==> src/rtl/four12_pkg.sv <==
// four12_pkg: shared constants, types and lane helpers for the
// four-lane 12-bit SIMD add arbiter (four12_arb) and its DSP (four12_dsp).
package four12_pkg;

   localparam int LANE_W = 12;
   localparam int LANES  = 4;
   localparam int NREQ   = 2;
   localparam int DATA_W = LANE_W * LANES;

   // DSP multiplexer selections, modelled on the DSP48 OPMODE fields
   typedef enum logic [1:0] {
      X_ZERO = 2'b00,
      X_AB   = 2'b11
   } x_sel_e;

   typedef enum logic [1:0] {
      Y_ZERO = 2'b00,
      Y_ONES = 2'b10
   } y_sel_e;

   typedef enum logic [2:0] {
      Z_ZERO = 3'b000,
      Z_C    = 3'b011
   } z_sel_e;

   // Fixed configuration of the single DSP instance: P = Z + Y + X
   localparam x_sel_e X_SEL = X_AB;
   localparam y_sel_e Y_SEL = Y_ZERO;
   localparam z_sel_e Z_SEL = Z_C;

   // Tag that travels alongside the data through the DSP registers
   typedef struct packed {
      logic v;
      logic id;
   } tag_t;

   // Lowest bit of lane k inside a packed 48-bit word
   function automatic int lane_lo(input int k);
      return k * LANE_W;
   endfunction

endpackage

==> src/rtl/four12_dsp.sv <==
// four12_dsp: behavioural model of one DSP slice in FOUR12 SIMD mode.
// Ports: clk_i; rst_ab_i/rst_c_i/rst_p_i sync active-high resets;
//        ce_ab_i/ce_c_i/ce_p_i clock enables; ab_i, c_i 48-bit operands;
//        p_o 48-bit lane sums; carry_o per-lane carry out.
module four12_dsp
   import four12_pkg::*;
(
   input  logic              clk_i,
   input  logic              rst_ab_i,
   input  logic              rst_c_i,
   input  logic              rst_p_i,
   input  logic              ce_ab_i,
   input  logic              ce_c_i,
   input  logic              ce_p_i,
   input  logic [DATA_W-1:0] ab_i,
   input  logic [DATA_W-1:0] c_i,
   output logic [DATA_W-1:0] p_o,
   output logic [LANES-1:0]  carry_o
);

   logic [DATA_W-1:0] ab_r;
   logic [DATA_W-1:0] c_r;
   logic [DATA_W-1:0] x_mux;
   logic [DATA_W-1:0] y_mux;
   logic [DATA_W-1:0] z_mux;
   logic [DATA_W-1:0] p_d;
   logic [LANES-1:0]  co_d;

   // Input registers: reset has priority over the clock enable
   always_ff @(posedge clk_i) begin
      if (rst_ab_i) begin
         ab_r <= '0;
      end else if (ce_ab_i) begin
         ab_r <= ab_i;
      end
   end

   always_ff @(posedge clk_i) begin
      if (rst_c_i) begin
         c_r <= '0;
      end else if (ce_c_i) begin
         c_r <= c_i;
      end
   end

   always_comb begin
      x_mux = '0;
      y_mux = '0;
      z_mux = '0;
      if (X_SEL == X_AB) x_mux = ab_r;
      if (Y_SEL == Y_ONES) y_mux = '1;
      if (Z_SEL == Z_C) z_mux = c_r;
   end

   // Each lane adds on its own; the 13th bit of every lane sum is
   // that lane's carry and never feeds the next lane.
   for (genvar k = 0; k < LANES; k++) begin : g_lane
      logic [LANE_W:0] sum;
      assign sum = {1'b0, z_mux[lane_lo(k) +: LANE_W]}
                 + {1'b0, y_mux[lane_lo(k) +: LANE_W]}
                 + {1'b0, x_mux[lane_lo(k) +: LANE_W]};
      assign p_d[lane_lo(k) +: LANE_W] = sum[LANE_W-1:0];
      assign co_d[k] = sum[LANE_W];
   end

   always_ff @(posedge clk_i) begin
      if (rst_p_i) begin
         p_o     <= '0;
         carry_o <= '0;
      end else if (ce_p_i) begin
         p_o     <= p_d;
         carry_o <= co_d;
      end
   end

endmodule

==> src/rtl/four12_arb.sv <==
// four12_arb: two-requester round-robin front end for a FOUR12 DSP add.
// Ports: clk_i, rst_n_i (sync, active-low); req_valid_i/req_ready_o and
//        req_ab_i/req_c_i (2x48, requester k at [48k+47:48k]);
//        rsp_valid_o/rsp_ready_i, rsp_id_o, rsp_data_o, rsp_carry_o.
module four12_arb
   import four12_pkg::*;
(
   input  logic                   clk_i,
   input  logic                   rst_n_i,
   input  logic [NREQ-1:0]        req_valid_i,
   output logic [NREQ-1:0]        req_ready_o,
   input  logic [NREQ*DATA_W-1:0] req_ab_i,
   input  logic [NREQ*DATA_W-1:0] req_c_i,
   output logic                   rsp_valid_o,
   input  logic                   rsp_ready_i,
   output logic                   rsp_id_o,
   output logic [DATA_W-1:0]      rsp_data_o,
   output logic [LANES-1:0]       rsp_carry_o
);

   logic              stall;
   logic              ce;
   logic              dsp_rst;
   logic [NREQ-1:0]   grant;
   logic              last_grant;
   logic              accept;
   logic              acc_id;
   logic [DATA_W-1:0] ab_sel;
   logic [DATA_W-1:0] c_sel;
   logic [DATA_W-1:0] ab_d;
   logic [DATA_W-1:0] c_d;
   tag_t              s1;
   tag_t              s2;

   // Only a valid result that is not taken can block the pipe
   assign stall   = s2.v & ~rsp_ready_i;
   assign ce      = ~stall;
   assign dsp_rst = ~rst_n_i;

   // Contention goes to the requester that did not win last time
   always_comb begin
      grant = '0;
      unique case (req_valid_i)
         2'b01:   grant = 2'b01;
         2'b10:   grant = 2'b10;
         2'b11:   grant = last_grant ? 2'b01 : 2'b10;
         default: grant = 2'b00;
      endcase
   end

   assign req_ready_o = (rst_n_i && !stall) ? grant : 2'b00;
   assign accept      = |req_ready_o;
   assign acc_id      = req_ready_o[1];

   assign ab_sel = acc_id ? req_ab_i[DATA_W +: DATA_W]
                          : req_ab_i[0 +: DATA_W];
   assign c_sel  = acc_id ? req_c_i[DATA_W +: DATA_W]
                          : req_c_i[0 +: DATA_W];

   // Idle cycles feed zeros so P settles to zero behind a bubble
   assign ab_d = accept ? ab_sel : '0;
   assign c_d  = accept ? c_sel  : '0;

   always_ff @(posedge clk_i) begin
      if (!rst_n_i) begin
         s1         <= '0;
         s2         <= '0;
         last_grant <= 1'b1;
      end else begin
         if (accept) begin
            last_grant <= acc_id;
         end
         if (ce) begin
            s1.v  <= accept;
            s1.id <= acc_id;
            s2    <= s1;
         end
      end
   end

   four12_dsp u_dsp (
      .clk_i    (clk_i),
      .rst_ab_i (dsp_rst),
      .rst_c_i  (dsp_rst),
      .rst_p_i  (dsp_rst),
      .ce_ab_i  (ce),
      .ce_c_i   (ce),
      .ce_p_i   (ce),
      .ab_i     (ab_d),
      .c_i      (c_d),
      .p_o      (rsp_data_o),
      .carry_o  (rsp_carry_o)
   );

   assign rsp_valid_o = s2.v;
   assign rsp_id_o    = s2.id;

   a_one_ready : assert property (
      @(posedge clk_i) req_ready_o != 2'b11);

   a_no_ready_in_stall : assert property (
      @(posedge clk_i) stall |-> req_ready_o == 2'b00);

endmodule

==> config.mk <==
export PLATFORM = sky130hd
export DESIGN_NAME = four12_arb
export DESIGN_NICKNAME = d
export VERILOG_FILES = /design/src/rtl/four12_pkg.sv /design/src/rtl/four12_dsp.sv /design/src/rtl/four12_arb.sv
export SDC_FILE = /design/constraint.sdc
export NUM_CORES = 1
export LEC_CHECK = 0
export ABC_AREA = 0
export CAP_MARGIN = 20
export CORE_ASPECT_RATIO = 0.7
export CORE_MARGIN = 2
export CORE_UTILIZATION = 35
export CTS_BUF_LIST = sky130_fd_sc_hd__clkbuf_8 sky130_fd_sc_hd__clkbuf_16
export DETAILED_ROUTE_END_ITERATION = 10
export GPL_TIMING_DRIVEN = 0
export PLACE_DENSITY = 0.66
export SLEW_MARGIN = 20
export SYNTH_ARGS = -nofsm -noshare
export SYNTH_HDL_FRONTEND = slang
export SYNTH_SLANG_ARGS = --single-unit
==> constraint.sdc <==
create_clock -name clk_i -period 2.2 [get_ports clk_i]
set_input_delay 0.33 -clock clk_i [delete_from_list [all_inputs] [get_ports clk_i]]
set_output_delay 0.33 -clock clk_i [all_outputs]
set_load 0.02 [all_outputs]
==> run summary <==
RSZ-0062 raised after global routing = true
Minimum clock period after layout = 2170 ps
Ranking of synthesized cells by area = dfxtp_1, mux2i_1, nand2_1, o21ai_0, ha_1
Vias in the first global route = 7227
Drc violations = 0
Global-route wire length before repair = 39200 µm
Nets = 1414
Pin count of the biggest net entering global routing = 19
Cts bufs inserted = 17
Hold WC Path Type = reg2reg
Num rows = 46
Full die area = 23900 µm²
Top-Level Pins = 253
Port bufs = 252
Cell with the most instances after synthesis = nand2_1
Startpoint types = input port
DRT Wirelength = 26200 µm
WP buf/inv = 2
Hold Buf Count CTS = 0
R2R cell count = 6
Synth Cell Area = 7930 µm²
Vias per cell = 5.10
Slowest stage delay, CP = 500 ps
Status = complete, no violations
Slowest cell on the critical path = clkdlybuf4s50_1
Hold Violations, Final = 0
Critical Path Stages = 5
Ys async rst share = 0
Post-Synth Adder-Cell Area = 0.0858
Seq/Total Area, Yosys = 0.386
Max-slew violation count = 0
Share of layout cells above drive strength 1 = 0.0671
Clock latency on the worst-skew pair = 420 ps
CTS tree = yes
Delay-heaviest family, CP = buffers and inverters
H-tree depth = 4
CP cell instances = clkdlybuf4s50_1 -> nand2b_4 -> nand2_1 -> a211oi_2 -> clkdlybuf4s15_2
Final setup vio count = 0
Worst hold margin = 452 ps
Clk_skew = 9.01 ps
Post-synthesis cell count = 893
R2R Path Start = rsp_valid_o
Syn_area_per_cell = 8.88 µm²
DRT iter0 DRCs = 468
Core area = 22400 µm²
Slew margin rel. = 0.375
Post-DP HPWL = 20100 µm
DR pass1 iterations = 4
Top_reg_cell synth = dfxtp_1
Fmax = 460 MHz
DR vias = 7476
Crit path to = req_ready_o[0]
Simple-gate share of the synthesized area = 0.140
Final ANT Viol Nets = 0
CTS sink cnt = 153
Pwr Density = 671 nW/µm²
Initial antenna violation count = 0
Crit Reg-Reg Endpoint = u_dsp.p_o[23]
CP required = 1870 ps
Period utilisation layout = 0.988
Crit path arrival time = 1840 ps
Post-synth top area share = 0.386
Gpl congestion = 0.851
Post-synth EDFFs = 0
Compound-cell area share of the yosys netlist = 0.198
Post-synthesis xor/xnor area fraction = 0.0298
Cell area after layout = 11400 µm²
LEAKAGE = 5.06 nW
Worst Path Max Fanout = 7
Synth cell types = 63
N_diodes = 0
P&R area growth vs syn = 44.3%
Grt total ovfl = 0
Worst setup path startpoint = rsp_ready_i
Root Buffer = clkbuf_16
Total track usage = 0.217
Most frequent cells after synthesis = nand2_1, dfxtp_1, o21ai_0
Initial Util = 0.353
Synthesized net count = 1142
Worst vdd ir = 0.509 mV
Yosys warning count = 0
Dominant cell type by area after synthesis = dfxtp_1
Routed len/inst = 17.9 µm
Post-synthesis mux area share = 0.122
Die Ht = 130 µm
Slew @ Worst Pin = 937 ps
Worst reg2reg setup slack = 110 ps
Critical path type = in2out
Synthesized flop and latch total = 153
DP Area = 10800 µm²
Width of the die = 184 µm
Max-cap violations = 0
CTS Buffer Depth = 2
Reg clk slew, reported paths = 60 ps
Final core occ = 0.510
Crit path capture type = primary output
Largest family of logic cells by synthesized area = compound AO/OA/AOI/OAI gates
==> stage by stage <==
stage          std cells  power (mW)  worst slack, ps  setup TNS (ps)
4_1_cts             1464        7.71             8.98               0
2_1_floorplan        893        4.05             87.3               0
3_3_place_gp        1433        4.89             -472          -27210
5_1_grt             1465        8.02            -51.5           -58.2
6_report            1465        7.67             25.6               0
3_5_place_dp        1433        4.92             -488          -26380
==> worst min path at each step <==
stage                   from             to  slack [ps]  cells past startpoint
4_1_cts                s1[0]          s1[0]         450                      2
3_5_place_dp           s1[0]          s1[0]         440                      2
3_3_place_gp           s1[0]          s1[0]         430                      2
2_1_floorplan          s1[0]          s1[0]         420                      2
5_1_grt        u_dsp.p_o[34]  u_dsp.p_o[34]         470                      2
6_report        u_dsp.p_o[9]   u_dsp.p_o[9]         450                      2
==> what timing repair did <==
action / 4_1_cts / 5_1_grt
hold endpoints to repair: 0 / 0
endpoints found under the setup margin: 3 / 73
setup buffers: 1 / 1
gates resized for setup: 7 / 15
pin swaps: 1 / 4
==> state kept, by name, summed over array words and instances, names as in the netlist <==
register,cells
s1,2
u_dsp.c_r,48
u_dsp.carry_o,4
u_dsp.ab_r,48
rsp_valid_o,1
u_dsp.p_o,48
rsp_id_o,1
last_grant,1
==> kinds of logic after synthesis <==
group                    Yosys count
AO/OA/AOI/OAI                    256
XOR/XNOR                          27
adder cells (fa/ha/maj)           52
buffers and inverters             61
flip-flops                       153
multiplexers                      97
AND/OR/NAND/NOR                  247
==> worst reg2reg max path, cell delays in order (launching register included) <==
cell,delay [ps]
dfxtp_1,390
nand2b_4,80
nand2_1,310
clkbuf_1,750
nor3_1,110
a211oi_1,220
nand3_1,100
==> layout by cell type (no fill, tap or decap), types with 4 or more instances in the layout <==
| cell | n |
|---|---|
| clkdlybuf4s50_1 | 250 |
| nand2_1 | 167 |
| dfxtp_1 | 153 |
| o21ai_0 | 125 |
| mux2i_1 | 97 |
| ha_1 | 47 |
| clkbuf_1 | 28 |
| a21oi_1 | 26 |
| nand3_1 | 22 |
| xor2_1 | 17 |
| clkbuf_16 | 17 |
| o21ai_1 | 13 |
| a21o_1 | 13 |
| inv_1 | 12 |
| o211ai_1 | 11 |
| a21boi_0 | 11 |
| and2_1 | 10 |
| buf_4 | 10 |
| xnor2_1 | 10 |
| buf_2 | 9 |
| nor2_1 | 8 |
| a211oi_1 | 8 |
| nand4_1 | 8 |
| o21bai_1 | 6 |
| nor3_1 | 5 |
| a31oi_1 | 5 |
| o211a_1 | 5 |
| nand2b_1 | 4 |
| clkinvlp_4 | 4 |
==> routing by layer <==
layer / up-vias / GRT usage / wire length, µm
met4: 0 / 0.0616 / 477
met3: 27 / 0.0511 / 1540
met1: 3466 / 0.295 / 12900
met2: 226 / 0.346 / 11300
li1: 3757 / - / -
met5: - / 0 / 0
==> area by class of cell <==
type	count	area (µm²)
Buffer	50	254
Clock buffer	19	453
Clock inverter	12	104
Fill cell	2119	11000
Inverter	10	37.5
Multi-Input combinational cell	679	4640
Sequential cell	153	3060
Tap cell	288	360
Timing Repair Buffer	254	2530
==> power breakdown <==
part | internal, mW | leakage (nW) | switching (mW)
Combinational | 0.876 | 3.53 | 0.852
Clock | 1.60 | 0.270 | 1.19
Sequential | 3.01 | 1.26 | 0.144
Total | 5.49 | 5.06 | 2.19
No activity file was read; power rests on OpenSTA's default activity.
==> RTL edit 1, RTL diff (config.mk and constraints unchanged) <==
`LANES`: 4 -> 8.
--- a/src/rtl/four12_pkg.sv
+++ b/src/rtl/four12_pkg.sv
@@ -3,7 +3,7 @@
 package four12_pkg;
 
    localparam int LANE_W = 12;
-   localparam int LANES  = 4;
+   localparam int LANES  = 8;
    localparam int NREQ   = 2;
    localparam int DATA_W = LANE_W * LANES;
 
Ports: changed (resized req_ab_i, req_c_i, rsp_carry_o and rsp_data_o); port bits go from 253 to 497. No check against the original RTL was run, so the function may have changed too.
==> RTL edit 1 against the unedited design <==
  * The run now ends with negative setup slack left
  * Area after synthesis is 94% higher
  * Clock power rose by 97%
  * Critical path depth up 3
  * Power up 99%
  * Sequential cell count increased by 148
  * Fmax down 2.7%
  * Hold slack got worse by 0.081 ns
  * Clock skew increased by 0.00081 ns
  * Routed wire length up 130%
  * Setup slack got worse by 0.059 ns
  * Design area up 98%
  * Sequential power up 97%
  * Critical path type is now reg -> out
  * Largest cell class unchanged
==> RTL edit 1: results (changes against the unedited design) <==
status=finished with violations (was completed); failing checks=negative setup slack; # fillers=4,003 (was 2,119); largest net degree at the start of global routing=16 (was 19); layout cells sized above 1=0.0885 (was 0.0671); crit path to=req_ready_o[1] (was req_ready_o[0]); dpl hpwl=45,400 um (was 20,100 um); worst-margin pin slew=1.04 ns (was 0.937 ns); via count=14,900 (was 7,476); CP startpoint=rsp_valid_o$_SDFFE_PN0N_ (was rsp_ready_i); first-pass GRT wire length=84,900 um (was 39,200 um); final setup TNS=-0.0616 ns (was 0 ns); clock latency on the worst-skew pair=0.59 ns (was 0.42 ns); DR WL/cell=20.3 um (was 17.9 um); hold path depth=3 (was 2); drt pass-1 iters=5 (was 4); PortBufs=496 (was 252); TritonCTS buffer count=31 (was 17); Setup Viol. Count Final=3 (was 0); register area share after synthesis=0.392 (was 0.386); Num Clock Sinks=301 (was 153); Reg-to-Reg End=u_dsp.p_o[71]$_SDFFE_PN0N_ (was u_dsp.p_o[23]$_SDFFE_PN0N_); Yosys cell types=67 (was 63); drt via density=5.11 (was 5.10); Clock Tree Buf Depth=3 (was 2); Total GRT Usage=0.248 (was 0.217); Hold Path End=u_dsp.c_r[29]$_SDFFE_PN0N_ (was u_dsp.p_o[9]$_SDFFE_PN0N_); CP Data Arrival Time=1.90 ns (was 1.84 ns); Synth Net Count=2,235 (was 1,142); reg2reg path depth=7 (was 6); synth top area cells=dfxtp_1, mux2i_1, nand2_1, ha_1, o21ai_0 (was dfxtp_1, mux2i_1, nand2_1, o21ai_0, ha_1); Largest regs=u_dsp.ab_r (96), u_dsp.c_r (96), u_dsp.p_o (96) (was u_dsp.ab_r (48), u_dsp.c_r (48), u_dsp.p_o (48)); Final WS setup=-0.0339 ns (was 0.0256 ns); Post-synth top cells=nand2_1, dfxtp_1, o21ai_0 (unchanged); initial DRC count=1,070 (was 468); peak supply drop=0.530 mV (was 0.509 mV)
## RTL edit 1: cell count changes in the layout (fill, tap and decap cells not counted), moves of 44 or more
cell             change
mux2i_1             +92
clkdlybuf4s50_1    +244
nand2_1            +171
o21ai_0            +106
ha_1                +44
a21oi_1             +62
dfxtp_1            +143
## RTL edit 1: worst max-delay path: stages (launching register included)
cell and delay [ns]:
dfxtp_2 0.33, nor2b_2 0.15, buf_6 0.14, nor2_4 0.12, nand3_2 0.09, buf_6 0.16, buf_12 0.15, inv_1 0.07
buf_6 0.11
## RTL edit 1: final cells by class
cell class,count,share of cell area
tap,594,0.0328
sequential,301,0.266
clock buffer,39,0.0390
multi-input combinational,1320,0.397
clock inverter,16,0.00711
antenna,1,0.000110
timing repair buffer,519,0.227
inverter,22,0.00364
buffer,99,0.0276
## RTL edit 1: report_power, final
group	internal (mW)	switching (mW)
Sequential	5.92	0.292
Clock	3.17	2.32
Combinational	1.80	1.79
## RTL edit 1: logic make-up (layout without fill, tap and decap cells)
logic type / after synthesis / after routing / synth area share
flops: 301 / 301 / 0.392
simple gates: 478 / 478 / 0.132
fa+ha+maj: 104 / 104 / 0.0886
xor+xnor: 62 / 62 / 0.0354
compound gates: 480 / 480 / 0.184
mux: 196 / 196 / 0.128
other cells: 0 / 1 / 0
buf+inv: 121 / 695 / 0.0401
## RTL edit 1: layer usage
layer / part of all wire / vias to the layer above / GRT usage
met2: 0.46 / 487 / 0.417
met1: 0.44 / 7032 / 0.319
met5: 0 / - / 0
met4: 0.034 / 0 / 0.0804
met3: 0.067 / 94 / 0.0498
li1: - / 7274 / -
## RTL edit 1: timing repair
action | CTS | global route
setup endpoints to repair | 204 | 204
resized for setup | 69 | 79
pin swaps | 17 | 33
setup buffers | 7 | 16
==> RTL edit 2, RTL diff (same settings) <==
Made on the original files. Make the reset (`rst_ab_i`, `rst_c_i`, `rst_n_i` and `rst_p_i`) asynchronous in 4 clocked blocks. Comments in the files are not updated.
--- a/src/rtl/four12_dsp.sv
+++ b/src/rtl/four12_dsp.sv
@@ -27,7 +27,7 @@
    logic [LANES-1:0]  co_d;
 
    // Input registers: reset has priority over the clock enable
-   always_ff @(posedge clk_i) begin
+   always_ff @(posedge clk_i or posedge rst_ab_i) begin
       if (rst_ab_i) begin
          ab_r <= '0;
       end else if (ce_ab_i) begin
@@ -35,7 +35,7 @@
       end
    end
 
-   always_ff @(posedge clk_i) begin
+   always_ff @(posedge clk_i or posedge rst_c_i) begin
       if (rst_c_i) begin
          c_r <= '0;
       end else if (ce_c_i) begin
@@ -63,7 +63,7 @@
       assign co_d[k] = sum[LANE_W];
    end
 
-   always_ff @(posedge clk_i) begin
+   always_ff @(posedge clk_i or posedge rst_p_i) begin
       if (rst_p_i) begin
          p_o     <= '0;
          carry_o <= '0;
--- a/src/rtl/four12_arb.sv
+++ b/src/rtl/four12_arb.sv
@@ -61,7 +61,7 @@
    assign ab_d = accept ? ab_sel : '0;
    assign c_d  = accept ? c_sel  : '0;
 
-   always_ff @(posedge clk_i) begin
+   always_ff @(posedge clk_i or negedge rst_n_i) begin
       if (!rst_n_i) begin
          s1         <= '0;
          s2         <= '0;
Formal check against the unedited RTL: differs if rst_n_i is asserted again (counterexample within 4 cycles, from zero or initial values and one cycle with rst_n_i low); with rst_n_i held inactive, the same outputs for 10 cycles.
==> RTL edit 2 against the unedited design <==
  * Critical path depth grew 4
  * Combinational power up 82%
  * Clock power increased by 24%
  * Die area up 7.5%
  * Non-clock buffer count increased by 4
  * Power up 33%
  * Setup slack gained 0.032 ns
  * Design area is 8.2% higher
  * Hold slack better by 0.018 ns
  * Sequential cell count unchanged
  * Area after synthesis rose by 7.7%
  * Sequential share of layout area grew 4.2 points
  * Global-route usage increased by 0.27 points
  * Routed wire length grew 5.4%
  * Largest cell class unchanged
  * Highest routed layer unchanged
==> RTL edit 2: results (changes against the unedited design) <==
crit path max fanout=10 (was 7); DP Area=0.0115 sq mm (was 0.0108 sq mm); clk slew on worst S/H paths=0.06 ns (about the same); Placed Cells=1,472 (was 1,433); initial DRC count=513 (was 468); skew final=0.0141 ns (was 0.00901 ns); drt pass-1 iters=5 (was 4); mux cell area share after synthesis=0.116 (was 0.122); layout cells sized above 1=0.0762 (was 0.0671); placer congestion estimate=0.889 (was 0.851); drt via density=5.13 (was 5.10); largest net degree at the start of global routing=95 (was 19); worst slew margin relative to its limit=0.466 (was 0.375); max incr delay on CP=0.57 ns (was 0.50 ns); setup bufs post-CTS=5 (was 1); Total GRT Usage=0.220 (was 0.217); clock latency on the worst-skew pair=0.43 ns; LEAKAGE=5.96 nW (was 5.06 nW); Synth Area in Compound Gates=0.158 (was 0.198); PortBufs=252 (unchanged); combinational power=3.15 mW (was 1.73 mW); register area share after synthesis=0.448 (was 0.386); Post-CTS Hold Buffers=2 (was 0); Clock Tree Buf Depth=2 (unchanged); status=completed (unchanged); Yosys cell types=51 (was 63); Post-Synth XOR/XNOR Area=0.0246 (was 0.0298); # H-tree levels=4 (unchanged); Synth Net Count=1,150 (was 1,142); ys async rst share=1.00 (was 0); Post-CTS Resized=33 (was 7); vias in the first global route=7,696 (was 7,227); synth top area cells=dfrtp_1, mux2i_1, nand2_1, o21ai_0, ha_1 (was dfxtp_1, mux2i_1, nand2_1, o21ai_0, ha_1); NetSw=3.27 mW (was 2.19 mW); fin nets=1,430 (was 1,414); Flop pwr share=0.352 (was 0.411); Worst path slowest cell=dlygate4sd3_1 (was clkdlybuf4s50_1); post-synthesis adder-cell area fraction=0.0797 (was 0.0858); dpl hpwl=20,700 um (was 20,100 um); Post-Route WL=27,600 um (was 26,200 um); Post-synth top cells=nand2_1, dfrtp_1, o21ai_0 (was nand2_1, dfxtp_1, o21ai_0); CP Data Arrival Time=2.43 ns (was 1.84 ns); DR WL/cell=18.3 um (was 17.9 um); Antenna Cells=0 (unchanged); Yosys warning count=0 (unchanged); # fillers=2,247 (was 2,119); peak supply drop=0.530 mV (was 0.509 mV); Comb power frac=0.308 (was 0.225); average cell area after synthesis=9.48 sq um (was 8.88 sq um); first-pass GRT wire length=42,900 um (was 39,200 um)
[RTL edit 2: cell types whose count changed after synthesis, sizes merged, moves of 21 or more]
cell	before	now
nor2	8	35
dfrtp	0	152
dfxtp	153	0
a21oi	29	50
[RTL edit 2: metal layers]
| metal | wire [um] | global-route usage | vias to the layer above |
|---|---|---|---|
| met1 | 12900 | 0.305 | 3717 |
| met2 | 12100 | 0.337 | 264 |
| met4 | 251 | 0.0482 | 0 |
| li1 | - | - | 3753 |
| met3 | 2360 | 0.0696 | 25 |
| met5 | 0 | 0 | - |
[RTL edit 2: layout make-up]
type                    instances  share of cell area
multi-input cells             688               0.364
flip-flops and latches        153               0.309
repair buffers                263               0.214
clock buffers                  19              0.0366
well taps                     318              0.0321
plain buffers                  45              0.0209
clock inverters                13              0.0192
inverters                      13             0.00394
[RTL edit 2: per-stage QoR]
stage          utilization  worst slack (ns)
6_report             0.520            0.0581
5_1_grt              0.520           0.00102
4_1_cts              0.517           0.00256
3_5_place_dp         0.483            -0.977
3_3_place_gp         0.481             -7.40
2_1_floorplan            -            0.0735
[RTL edit 2: worst paths after layout]
check,slack [ns],start,cells after the start,end
max,0.06,rst_n_i,9,u_dsp.c_r[11]$_DFFE_PN0N_
min,0.47,u_dsp.p_o[13]$_DFFE_PN0N_,2,u_dsp.p_o[13]$_DFFE_PN0N_
max reg2reg,0.09,u_dsp.c_r[0]$_DFFE_PN0N_,7,u_dsp.p_o[8]$_DFFE_PN0N_
min reg2reg,0.47,u_dsp.p_o[13]$_DFFE_PN0N_,2,u_dsp.p_o[13]$_DFFE_PN0N_
max in group asynchronous,1.24,rst_n_i,3,u_dsp.c_r[33]$_DFFE_PN0N_
min in group asynchronous,0.50,rst_n_i,3,u_dsp.p_o[5]$_DFFE_PN0N_
